**src/rtl/vga_display_ctrl.sv**
```systemverilog
// rtl/vga_display_ctrl.sv - 640x480@60 VGA raster timing with pipeline-aligned sync, blank and RGB
module vga_display_ctrl #(
  parameter int H_ACTIVE = 640,
  parameter int H_FP     = 16,
  parameter int H_SYNC   = 96,
  parameter int H_BP     = 48,
  parameter int V_ACTIVE = 480,
  parameter int V_FP     = 10,
  parameter int V_SYNC   = 2,
  parameter int V_BP     = 33,
  parameter int PIPE_LAT = 1
) (
  input  logic        clk,
  input  logic        resetN,
  input  logic [7:0]  RGBIn,
  output logic [10:0] pixelX,
  output logic [10:0] pixelY,
  output logic        activeArea,
  output logic        startOfFrame,
  output logic [3:0]  red,
  output logic [3:0]  green,
  output logic [3:0]  blue,
  output logic        hSync,
  output logic        vSync,
  output logic        blankN
);

  localparam int H_TOTAL = H_ACTIVE + H_FP + H_SYNC + H_BP;
  localparam int V_TOTAL = V_ACTIVE + V_FP + V_SYNC + V_BP;

  localparam logic [10:0] H_MAX  = 11'(H_TOTAL - 1);
  localparam logic [10:0] V_MAX  = 11'(V_TOTAL - 1);
  localparam logic [10:0] H_ACT  = 11'(H_ACTIVE);
  localparam logic [10:0] V_ACT  = 11'(V_ACTIVE);
  localparam logic [10:0] HS_BEG = 11'(H_ACTIVE + H_FP);
  localparam logic [10:0] HS_END = 11'(H_ACTIVE + H_FP + H_SYNC - 1);
  localparam logic [10:0] VS_BEG = 11'(V_ACTIVE + V_FP);
  localparam logic [10:0] VS_END = 11'(V_ACTIVE + V_FP + V_SYNC - 1);

  logic [10:0]       hCnt;
  logic [10:0]       vCnt;
  logic              raw_h;
  logic              raw_v;
  logic              raw_active;
  logic [PIPE_LAT:0] h_dly;
  logic [PIPE_LAT:0] v_dly;
  logic [PIPE_LAT:0] act_dly;

  // Raster counters: hCnt every clock, vCnt steps on the same edge hCnt wraps
  always_ff @(posedge clk or negedge resetN) begin
    if (!resetN) begin
      hCnt <= '0;
      vCnt <= '0;
    end else if (hCnt == H_MAX) begin
      hCnt <= '0;
      vCnt <= (vCnt == V_MAX) ? '0 : vCnt + 11'd1;
    end else begin
      hCnt <= hCnt + 11'd1;
    end
  end

  // Undelayed sync/active decode of the current coordinate
  always_comb begin
    raw_h      = !((hCnt >= HS_BEG) && (hCnt <= HS_END));
    raw_v      = !((vCnt >= VS_BEG) && (vCnt <= VS_END));
    raw_active = (hCnt < H_ACT) && (vCnt < V_ACT);
  end

  // Delay lines; reset fills every stage with idle values so refill emits no sync or pixel
  always_ff @(posedge clk or negedge resetN) begin
    if (!resetN) begin
      h_dly   <= '1;
      v_dly   <= '1;
      act_dly <= '0;
    end else begin
      h_dly   <= {h_dly[PIPE_LAT-1:0], raw_h};
      v_dly   <= {v_dly[PIPE_LAT-1:0], raw_v};
      act_dly <= {act_dly[PIPE_LAT-1:0], raw_active};
    end
  end

  // Colour register: stage PIPE_LAT-1 is the active bit of the pixel RGBIn belongs to now
  always_ff @(posedge clk or negedge resetN) begin
    if (!resetN) begin
      red   <= '0;
      green <= '0;
      blue  <= '0;
    end else if (act_dly[PIPE_LAT-1]) begin
      red   <= {RGBIn[7:5], RGBIn[7]};
      green <= {RGBIn[4:2], RGBIn[4]};
      blue  <= {RGBIn[1:0], RGBIn[1:0]};
    end else begin
      red   <= '0;
      green <= '0;
      blue  <= '0;
    end
  end

  assign pixelX       = hCnt;
  assign pixelY       = vCnt;
  assign activeArea   = raw_active;
  assign startOfFrame = (hCnt == 11'd0) && (vCnt == V_ACT);
  assign hSync        = h_dly[PIPE_LAT];
  assign vSync        = v_dly[PIPE_LAT];
  assign blankN       = act_dly[PIPE_LAT];

endmodule

```
**config.mk**
```make
export PLATFORM = sky130hd
export DESIGN_NAME = vga_display_ctrl
export DESIGN_NICKNAME = d
export VERILOG_FILES = /design/src/rtl/vga_display_ctrl.sv
export SDC_FILE = /design/constraint.sdc
export NUM_CORES = 1
export LEC_CHECK = 0
export CORE_ASPECT_RATIO = 1.5
export CORE_MARGIN = 5
export CORE_UTILIZATION = 50
export DETAILED_ROUTE_END_ITERATION = 10
export HOLD_SLACK_MARGIN = 0.08
export PLACE_DENSITY = 0.84
export REMOVE_ABC_BUFFERS = 1
export SLEW_MARGIN = 30
export SYNTH_ARGS = -nofsm -noshare
export SYNTH_HDL_FRONTEND = slang
export SYNTH_SLANG_ARGS = --single-unit
export TNS_END_PERCENT = 20
```
**constraint.sdc**
```tcl
create_clock -name clk -period 3.4 [get_ports clk]
set_input_delay 0.68 -clock clk [delete_from_list [all_inputs] [get_ports clk]]
set_output_delay 0.68 -clock clk [all_outputs]
set_load 0.01 [all_outputs]
```
After elaboration in Yosys (flattened, before gate mapping)
Index checks and enable logic that the tools add are counted.
{ "op_classes": {"n_reduce_logical": 7, "add_sub_neg": 2, "order_cmp": 6, "mux": 5, "n_eq_ne": 3} }
{ "ops": {"columns": ["op", "count"], "rows": [
  ["adder 11 x 1 -> 11 bit, second input constant", 2],
  ["== test 11 x 10 -> 1 bit, second input constant", 2],
  ["two-way mux 11 bit", 2],
  ["two-way mux 4 bit", 3],
  ["== test 11 x 9 -> 1 bit, second input constant", 1],
  [">= comparator 11 x 10 -> 1 bit, second input constant", 1],
  [">= comparator 11 x 9 -> 1 bit, second input constant", 1],
  ["less-or-equal comparator 11 x 10 -> 1 bit, second input constant", 1],
  ["less-or-equal comparator 11 x 9 -> 1 bit, second input constant", 1],
  ["zero test 11 bit", 1],
  ["< comparator 11 x 10 -> 1 bit, second input constant", 1],
  ["< comparator 11 x 9 -> 1 bit, second input constant", 1],
  ["logical AND 1 bit", 4],
  ["zero test 1 bit", 2]
]} }
{ "totals": {"out_inout_bits": 39, "inputBits": 10, "elab_cells": 31, "regBits": 40} }

Longest topological paths before layout
Gate-level depths: netlist of run 1.
{ "logic_depth": {"depth_word": 3, "ltp_mapped": 6, "depth_no_buf": 6} }

Worst setup path before layout of run 1
OpenSTA, ideal clock, no wires.
{ "synth_path": {"kind": "register to output", "startpoint": "register hCnt[5] (netlist: pixelX[5])", "endpoint": "output port startOfFrame", "arrival_time_ps": 1596, "setup_slack_ps": 1124, "path_stages_with_launch": 5, "t_required_ps": 2720, "cell_sequence": "dfrtp_1 or4_4 nor4_1 nand4_1 nor3_1"} }
{ "synth_between": {"elab_chain_len": 2} }
{ "synth_rtl": {"columns": ["item", "line", "source"], "rows": [
  ["from (decl)", "40", "logic [10:0] hCnt;"],
  ["from (signal assigned)", "58", "hCnt <= hCnt + 11'd1;"],
  ["zero test 11 bit", "102", "assign startOfFrame = (hCnt == 11'd0) && (vCnt == V_ACT);"],
  ["logical AND 1 bit", "102", null],
  ["to (decl)", "19", "output logic startOfFrame,"]
]} }
Every way passes these cells.

Worst setup path in the final report of run 1
Ends and elaborated chain as after synthesis.

==> flow_summary_export.csv, run 1 <==
group,metric,value,unit
yosys,synth-main-ff-cell,"dfrtp_1",
drt,drt_iter0_markers,38,
grt,grt_pass1_wl,6740,um
finish,antenna_cells,0,
cts,cts_tree,"yes",
grt,overflow,0,
power_and_ir_drop,fin_total_pwr,0.753,mW
sta,rsz0062_at_grt,"no",
drt,drt-vias-per-instance,5.60,
yosys,yosysWarnings,0,
yosys,ys_seq_area_share,55.5,%
drt,ant_nets,0,
cts,cts_setup_buffers,0,
sta,min_period,3060,ps
cts,cts_num_sinks,36,
setup_path,critPathArrivalTime,2380,ps
cts,clkLatencyLatePin,280,ps
run,drv_cap,0,
place,place.gp.congestion,0.812,
finish,fin_util,69.8,%
place,place_hpwl,2830,um
place,portBuffers,48,
finish,area_growth,35.2,%
yosys,ys_types,32,
power_and_ir_drop,powerDensity,342,mW/mm^2
setup_path,start_kind,"flop",
yosys,synth_top_cell_area_share,49.1,%
floorplan,die_h,80.0,um
setup_path,cp_cell_sequence,"or4_4, nor4_1, nand4_1, nor3_1, clkdlybuf4s50_1",
sta,clock_skew,6.30,ps
finish,final_area,0.00221,mm^2
place,pre_cts_slack,652,ps
place,dpl_cell_area,0.00213,mm^2
power_and_ir_drop,p_leak,0.948,nW
sta,hold_viol_final,0,
floorplan,die_w,56.6,um
place,post-place-cells,233,
grt,antenna_found_initial,0,
power_and_ir_drop,vdd_drop_max,0.000279,V
yosys,synth_common_cells,"dfrtp_1 (32), nor2_1 (12), nand3_1 (11)",
sta,fin_ws,340,ps
finish,drive_gt1_share,8.50,%
sta,finalSetupTns,0,ps
cts,post_cts_resized,0,
setup_path,reg2reg_from,"pixelX[5]",
cts,cts_inserted_buffers,5,
sta,maxSlewHeadroom,52.6,%
setup_path,worst_ep_required_time,2720,ps
cts,clkTransAtPathRegs,70,ps
sta,drv_slew,0,
sta,finalCritPeriodShare,90.0,%
finish,nNetsFinal,215,
finish,fin_cells,240,
setup_path,path_class,"reg -> out",
sta,fin_hold_ws,355,ps
setup_path,crit_path_max_fanout,8,
yosys,syn_avg_cell_area,11.0,um^2
yosys,synth_area_leaders,"dfrtp_1 (49%), dfstp_2 (6.4%), xor2_1 (4.3%), ha_1 (3.8%), nand3_1 (3.4%)",
drt,post-route-drc-count,0,
yosys,yosysMostFrequentCell,"dfrtp_1",
yosys,async_flop_share,100,%
setup_path,slowest_stage,"or4_4",
floorplan,start_util,51.6,%
drt,firstDrtPassIters,5,
yosys,synthCells,149,
grt,grt_max_degree,37,
yosys,synth_top_area_cell,"dfrtp_1",
worst_hold_path,min_path_type,"reg -> reg",
grt,grt_usage,19.3,%
setup_path,cp_slowest_stage_delay,610,ps
sta,worst_slew_pin_slew,707,ps
yosys,synth_edf_count,0,
setup_path,end_kind,"primary output",
yosys,syn-cell-area,0.00163,mm^2
floorplan,die_area,0.00453,mm^2
floorplan,num_rows,25,
worst_hold_path,hp-start,"h_dly[0]",
drt,wl_per_cell,16.4,um
setup_path,crit_start,"pixelX[5]",
drt,postRouteWirelength,3920,um
cts,clock_path_buffers,2,
sta,clock.fmax,0.327,GHz
cts,cts_hold_buf,0,
grt,grt_pass1_vias,1376,
yosys,yosys_register_bits,36,
cts,htreeDepth,2,
floorplan,ios,49,
cts,clock_tree.root_cell,"clkbuf_8",
floorplan,core_area,0.00316,mm^2
status,status,"completed",
drt,dr_total_vias,1345,
sta,setup_viol,0,
-- state kept, by name, indices dropped and copies added, names as in the netlist --
| name | count |
|---|---|
| v_dly | 2 |
| act_dly | 2 |
| green | 3 |
| blue | 2 |
| pixelX | 11 |
| pixelY | 11 |
| h_dly | 2 |
| red | 3 |
-- power breakdown --
part | total [mW] | leakage, nW | internal, mW | switching [mW]
combinational | 0.0409 | 0.461 | 0.0241 | 0.0168
sequential | 0.435 | 0.446 | 0.433 | 0.00173
clock | 0.277 | 0.0410 | 0.139 | 0.138
total | 0.753 | 0.948 | 0.596 | 0.157
-- cell usage in the layout (no fill, tap or decap), types with 2 or more instances in the layout --
cell	Yosys	routed
clkdlybuf4s50_1	0	48
dfrtp_1	32	32
nor2_1	12	12
nand3_1	11	11
inv_1	8	8
and2_1	8	8
nand4_1	8	8
xor2_1	8	8
o21ai_0	7	7
nand2_1	5	5
xnor2_1	5	5
ha_1	5	5
clkbuf_8	0	5
nor4_1	4	4
or3_1	4	4
nor3_1	4	4
dfstp_2	4	4
or4_4	2	2
nor3_2	2	2
a31oi_1	2	2
and3_1	2	2
-- routing by layer --
metal  global-route usage [%]  part of all wire, %  routed length, um  vias to the layer above
met5                        0                    0                  0                        -
met4                     8.55                  1.2                 48                        0
met3                     5.66                  7.8                308                        9
met2                     33.6                   52               2030                       70
met1                     21.6                   39               1540                      645
li1                         -                    -                  -                      621
-- final timing paths --
path,to,slack (ps),depth (start not counted)
worst max-delay path,startOfFrame,340,5
worst min-delay path,h_dly[1],360,0
worst max register to register,pixelY[2],1230,3
worst min register to register,h_dly[1],360,0
max in group asynchronous,h_dly[0],2240,2
min in group asynchronous,red[1],810,2
-- final cells by class --
cell class	instances	area, um^2
repair buffers	49	488
clock buffers	6	72.6
inverters	8	30.0
clock inverters	1	5.00
well taps	40	50.0
flip-flops and latches	36	906
fillers	237	953
multi-input cells	100	654
-- cell families after synthesis --
logic type	count (synthesis)	share of synthesized area, %
and+or+nand+nor	68	23.9
DFF	36	55.5
AOI/OAI and AO/OA	14	5.44
xor gates and xnor gates	13	6.98
buffers and inverters	13	4.37
adders and majority gates	5	3.83
-- critical path, delay by kind of cell, from the launching register on --
family,cells,cell delay (ps)
buffers and inverters,1,570
DFF,1,470
and+or+nand+nor,4,1060
No activity file was read; power rests on OpenSTA's default activity.
==> inputs of run 2 (changes only) <==
--- a/config.mk
+++ b/config.mk
@@ -12,7 +12,6 @@
 export HOLD_SLACK_MARGIN = 0.08
 export PLACE_DENSITY = 0.84
 export REMOVE_ABC_BUFFERS = 1
-export SLEW_MARGIN = 30
 export SYNTH_ARGS = -nofsm -noshare
 export SYNTH_HDL_FRONTEND = slang
 export SYNTH_SLANG_ARGS = --single-unit
==> results of run 2 <==
Same layout as run 1: the final DEF is identical, and so are final timing and power.
==> RTL edit 1, RTL diff (flow settings as in run 1) <==
Put a register stage on the outputs `activeArea`, `startOfFrame`, `hSync`, `vSync` and `blankN`, without a reset. The values now appear one clock later. The other outputs are not delayed to match.
--- a/src/rtl/vga_display_ctrl.sv
+++ b/src/rtl/vga_display_ctrl.sv
@@ -100,7 +100,9 @@
   assign pixelY       = vCnt;
-  assign activeArea   = raw_active;
-  assign startOfFrame = (hCnt == 11'd0) && (vCnt == V_ACT);
-  assign hSync        = h_dly[PIPE_LAT];
-  assign vSync        = v_dly[PIPE_LAT];
-  assign blankN       = act_dly[PIPE_LAT];
+  always_ff @(posedge clk) begin
+    activeArea   <= raw_active;
+    startOfFrame <= (hCnt == 11'd0) && (vCnt == V_ACT);
+    hSync        <= h_dly[PIPE_LAT];
+    vSync        <= v_dly[PIPE_LAT];
+    blankN       <= act_dly[PIPE_LAT];
+  end
 
Check against the original RTL: not equivalent (a bounded check fails within 4 cycles, from zero or initial values and one cycle with resetN low).
==> RTL edit 1 against run 1 <==
Sequential cell count up 5. Setup slack better by 920 ps. Synthesized area up 6.1%. Clock power up 7%. Routed wire length down 3.4%. Power up 10%. Clock skew up 1.4 ps. Final area up 4.9%. Critical path type is now reg2reg.
==> RTL edit 1: results (changes against run 1) <==
STA:
- The number of max-slew violations in the final report is 0 (unchanged).
- The final setup skew is 7.73 ps (was 6.30 ps).
- The transition time at the pin with the least slew margin is 690 ps (was 707 ps).

Critical path:
- The terminus of the critical flop-to-flop path is pixelY[2] (unchanged).
- The worst-case reg-to-reg path depth is 3 (unchanged).
- The largest fanout on the critical path is 9 (was 8).
- The flop-to-flop setup slack is 1260 ps (was 1230 ps).

Logic synthesis:
- The share of the yosys chip area belonging to registers is 0.581 (was 0.555).
- The synthesized area per cell was 11.2 sq um (was 11.0 sq um).
- The proportion of synthesized area in mux cells came to 0 (unchanged).
- The post-synthesis adder-cell area fraction is 0.0361 (was 0.0383).
- The synthesized-area fraction occupied by ao, oa, aoi and oai cells is 0.0513 (was 0.0544).
- Area contributors post-synth: sky130_fd_sc_hd__dfrtp_1 (46%), sky130_fd_sc_hd__dfstp_2 (6.1%), sky130_fd_sc_hd__dfxtp_1 (5.8%) (was sky130_fd_sc_hd__dfrtp_1 (49%), sky130_fd_sc_hd__dfstp_2 (6.4%), sky130_fd_sc_hd__xor2_1 (4.3%)).
- The post-synthesis xor/xnor area fraction is 0.0658 (was 0.0698).
- The total number of yosys warnings was 0 (unchanged).
- The number of library cell types mapped by synthesis came to 33 (was 32).
- The fraction of synthesis flops using an asynchronous set or reset pin is 0.878 (was 1.00).

Power:
- The maximum vdd ir drop is 0.357 mV (was 0.279 mV).
- The standby leakage power is 0.992 nW (was 0.948 nW).

Global routing:
- The met1 capacity usage during global routing came to 0.203 (was 0.216).
- The global routing met2 resource utilization is 0.293 (was 0.336).
- The largest net degree at the start of global routing was 37 (unchanged).
- The global-route wire length before repair is 6470 um (was 6740 um).
- The initial antenna violation count is 0 (unchanged).
- The global routing usage on met3 is 0.0440 (was 0.0566).
- The overall routing resource usage was 0.177 (was 0.193).

Final layout:
- The fraction of final layout cells sized beyond drive strength 1 is 0.0874 (was 0.0850).
- The total number of nets in the final design is 220 (was 215).
- The final-layout fill cell count was 265 (was 237).

Clocking:
- The clock root buffer master is sky130_fd_sc_hd__clkbuf_8 (unchanged).
- The post-CTS setup buffer count was 0 (unchanged).
- The post-CTS resize count came to 0 (unchanged).
- The number of buffers inserted during clock tree synthesis came to 5 (unchanged).

Route:
- The via count is 1384 (was 1345).
- The aggregate routed wire length is 3790 um (was 3920 um).
- The residual DRC count was 0 (unchanged).
- The length of the first detailed-routing pass in iterations was 4 (was 5).
- The average detailed-routed wire length per instance is 15.3 um (was 16.4 um).
- The starting DRC count in detailed routing is 56 (was 38).

Worst hold path:
- The number of cells traversed by the worst hold path came to 0 (unchanged).
- The startpoint of the most critical hold path was act_dly[1] (was h_dly[0]).
- The end point of the worst hold path is blankN (was h_dly[1]).

Placed design:
- The count of input and output buffers came to 48 (unchanged).
- The detailed-placement wirelength estimate is 2780 um (was 2830 um).
- The number of instances in the placed design is 240 (was 233).
- The final RePlAce weighted congestion is 0.811 (was 0.812).

Run status:
- Outcome: completed (unchanged).
RTL edit 1: cell types whose count changed in the layout (fill, tap and decap cells not counted), sizes merged:
cell	delta
dfxtp	+5
clkinv	+1
RTL edit 1: report_power, final:
part	internal, mW	leakage (nW)	switching [mW]
logic	0.0241	0.461	0.0166
registers	0.492	0.486	0.00185
clock network	0.142	0.0450	0.154
RTL edit 1: cell families (layout without fill, tap and decap cells):
kind of cell | after synthesis | in the layout
AND/OR/NAND/NOR | 68 | 68
flip-flops | 41 | 41
AO/OA/AOI/OAI | 14 | 14
XOR/XNOR | 13 | 13
buffers and inverters | 13 | 65
adder cells (fa/ha/maj) | 5 | 5
RTL edit 1: worst max-delay path by stage:
stage	cells past startpoint	slack, ps	from	endpoint
floorplan	3	1340	pixelX[5]	pixelY[2]
global placement	3	1320	pixelX[5]	pixelY[2]
detailed placement	3	1290	pixelX[5]	pixelY[2]
CTS	3	1270	pixelX[5]	pixelY[2]
global route	5	1170	pixelX[0]	pixelY[7]
finish	3	1260	pixelX[5]	pixelY[2]
RTL edit 1: per-layer routing:
layer / share of wire / routed length [um] / vias up
met4: 0.032 / 123 / 0
met3: 0.094 / 356 / 13
met2: 0.49 / 1850 / 75
met1: 0.38 / 1460 / 657
li1: - / - / 639
met5: 0 / 0 / -
RTL edit 1: worst max-delay path, stage by stage, from the launching register on:
cell                      delay, ps
sky130_fd_sc_hd__dfrtp_1        470
sky130_fd_sc_hd__or4_4          600
sky130_fd_sc_hd__or3_1          530
sky130_fd_sc_hd__a221o_2        420
RTL edit 1: area by class of cell:
type | instances | area (sq um) | share of cell area
clock buffers | 6 | 72.6 | 0.0314
inverters | 8 | 30.0 | 0.0130
flip-flops and latches | 41 | 1010 | 0.435
well taps | 42 | 52.6 | 0.0227
repair buffers | 49 | 488 | 0.211
multi-input cells | 100 | 654 | 0.283
clock inverters | 2 | 10.0 | 0.00433
RTL edit 1: stage by stage:
stage                     area [sq um]  hold slack, ps  worst slack [ps]   util
after floorplan                   1690             324              1340      -
after global placement            2230             329              1320  0.659
after global routing              2310             365              1170  0.684
after detailed placement          2230             338              1290  0.659
after CTS                         2310             354              1270  0.684
final                             2310             347              1260  0.684
==> RTL edit 2, RTL diff (flow settings as in run 1) <==
Without the edit above. Change the parameter `V_ACTIVE` from 480 to 256.
--- a/src/rtl/vga_display_ctrl.sv
+++ b/src/rtl/vga_display_ctrl.sv
@@ -6,3 +6,3 @@
   parameter int H_BP     = 48,
-  parameter int V_ACTIVE = 480,
+  parameter int V_ACTIVE = 256,
   parameter int V_FP     = 10,
Function: no difference found for any inputs over 10 cycles, from zero or initial values and one cycle with resetN low; that may be too few to reach the edited logic, so the function may still have changed.
==> RTL edit 2 against run 1 <==
Setup slack improved by 260 ps. Highest routed layer unchanged. Via count grew 2.9%. Routed wire length fell by 1.6%. Synthesized area is 4.1% higher. Power rose by 6.2%. Largest power group unchanged. Maximum frequency up 9.5%. Final area is 2.5% higher. Sequential cell count stayed put.
==> RTL edit 2: results (changes against run 1) <==
Run status:
- Outcome: completed (unchanged).

Logic synthesis:
- The number of cells produced by synthesis came to 158 (was 149).
- The total number of yosys warnings was 0 (unchanged).
- List of most frequent post-synthesis cells: sky130_fd_sc_hd__dfrtp_1 (32), sky130_fd_sc_hd__nand2_1 (12), sky130_fd_sc_hd__and2_1 (10), sky130_fd_sc_hd__nand3_1 (10), sky130_fd_sc_hd__nand4_1 (10) (was sky130_fd_sc_hd__dfrtp_1 (32), sky130_fd_sc_hd__nor2_1 (12), sky130_fd_sc_hd__nand3_1 (11)).
- Area contributors post-synth: sky130_fd_sc_hd__dfrtp_1 (47%), sky130_fd_sc_hd__dfstp_2 (6.2%), sky130_fd_sc_hd__and2_1 (3.7%) (was sky130_fd_sc_hd__dfrtp_1 (49%), sky130_fd_sc_hd__dfstp_2 (6.4%), sky130_fd_sc_hd__xor2_1 (4.3%)).
- The share of the yosys chip area belonging to registers was 0.533 (was 0.555).
- The proportion of synthesized area in mux cells is 0.0118 (was 0).
- The synthesized-area fraction occupied by ao, oa, aoi and oai cells is 0.0633 (was 0.0544).
- The post-synthesis xor/xnor area fraction was 0.0515 (was 0.0698).
- The post-synthesis adder-cell area fraction is 0.0368 (was 0.0383).

Global routing:
- The global-route wire length before repair came to 6270 um (was 6740 um).
- The overall routing resource usage is 0.179 (was 0.193).
- The initial antenna violation count came to 0 (unchanged).
- The number of global-route vias before repair came to 1336 (was 1376).

Placed design:
- The detailed-placement wirelength estimate is 2930 um (was 2830 um).
- The final RePlAce weighted congestion is 0.857 (was 0.812).
- The post-placement cell area is 2160 sq um (was 2130 sq um).
- The number of instances in the placed design came to 238 (was 233).

Clocking:
- The post-CTS resize count is 0 (unchanged).
- The post-CTS setup buffer count was 0 (unchanged).
- The number of buffers inserted during clock tree synthesis came to 5 (unchanged).
- The maximum clock insertion buffer count is 2 (unchanged).
- The clock root buffer master is sky130_fd_sc_hd__clkbuf_8 (unchanged).
- The count of H-tree levels built during CTS is 2 (unchanged).

Route:
- The aggregate routed wire length came to 3860 um (was 3920 um).
- The average detailed-routed wire length per instance came to 15.7 um (was 16.4 um).
- The starting DRC count in detailed routing came to 23 (was 38).
- The per-cell via count in the routed design is 5.63 (was 5.60).

STA:
- The worst slew margin relative to its limit was 0.539 (was 0.526).
- The final setup skew is 7.53 ps (was 6.30 ps).

Power:
- The maximum vdd ir drop is 0.295 mV (was 0.279 mV).
- The internal portion of total power is 642 uW (was 596 uW).
- The standby leakage power is 0.973 nW (was 0.948 nW).

Final layout:
- The number of antenna repair diodes is 0 (unchanged).
- The fraction of final layout cells sized beyond drive strength 1 is 0.0784 (was 0.0850).
- The final-layout fill cell count is 266 (was 237).
- The total number of nets in the final design is 218 (was 215).

Critical path:
- The critical path data arrival time is 2110 ps (was 2380 ps).
- The largest fanout on the critical path is 6 (was 8).

Job:
- The max-cap check violation count is 0 (unchanged).
RTL edit 2: path summary, 6_finish.rpt:
check	startpoint	to	slack, ps	cells after the start
max	pixelY[7]	startOfFrame	610	4
min	h_dly[0]	h_dly[1]	360	0
max reg2reg	pixelX[0]	pixelY[7]	1290	5
min reg2reg	h_dly[0]	h_dly[1]	360	0
max in group asynchronous	resetN	v_dly[1]	2240	2
min in group asynchronous	resetN	pixelX[4]	810	2
RTL edit 2: logic make-up after synthesis:
logic type,Yosys count
AO/OA/AOI/OAI,19
XOR/XNOR,10
adder cells (fa/ha/maj),5
buffers and inverters,17
flip-flops,36
multiplexers,2
AND/OR/NAND/NOR,69
RTL edit 2: routing by layer:
layer  wire length (um)  GRT usage  vias up  share of wire
li1                   -          -      643              -
met3                303     0.0413        8          0.078
met1               1410      0.185      674           0.36
met5                  0          0        -              0
met2               2060      0.325       59           0.53
met4                 92     0.0998        0          0.024
RTL edit 2: power groups by stage:
stage,Clock (mW),Combinational [mW],Sequential [mW]
6_report,0.324,0.0409,0.435
4_1_cts,0.335,0.0422,0.435
3_3_place_gp,0,0.0414,0.443
3_5_place_dp,0,0.0419,0.443
2_1_floorplan,0,0.00319,0.447
5_1_grt,0.356,0.0446,0.435
RTL edit 2: metrics by stage:
stage	util	worst slack, ps
floorplan	-	1390
global placement	0.645	925
detailed placement	0.645	927
CTS	0.675	583
global route	0.675	471
finish	0.675	605
RTL edit 2: layout make-up:
class	count	area [sq um]	share of cell area
Clock buffer	8	100	0.0443
Inverter	6	22.5	0.00996
Multi-Input combinational cell	105	692	0.306
Sequential cell	36	906	0.401
Tap cell	42	52.6	0.0232
Timing Repair Buffer	49	488	0.216
RTL edit 2: critical path, stage by stage, from the launching register on:
cell	delay [ps]
sky130_fd_sc_hd__dfrtp_1	440
sky130_fd_sc_hd__nor4b_1	430
sky130_fd_sc_hd__nand2_1	130
sky130_fd_sc_hd__nor4_1	240
sky130_fd_sc_hd__clkdlybuf4s50_1	580
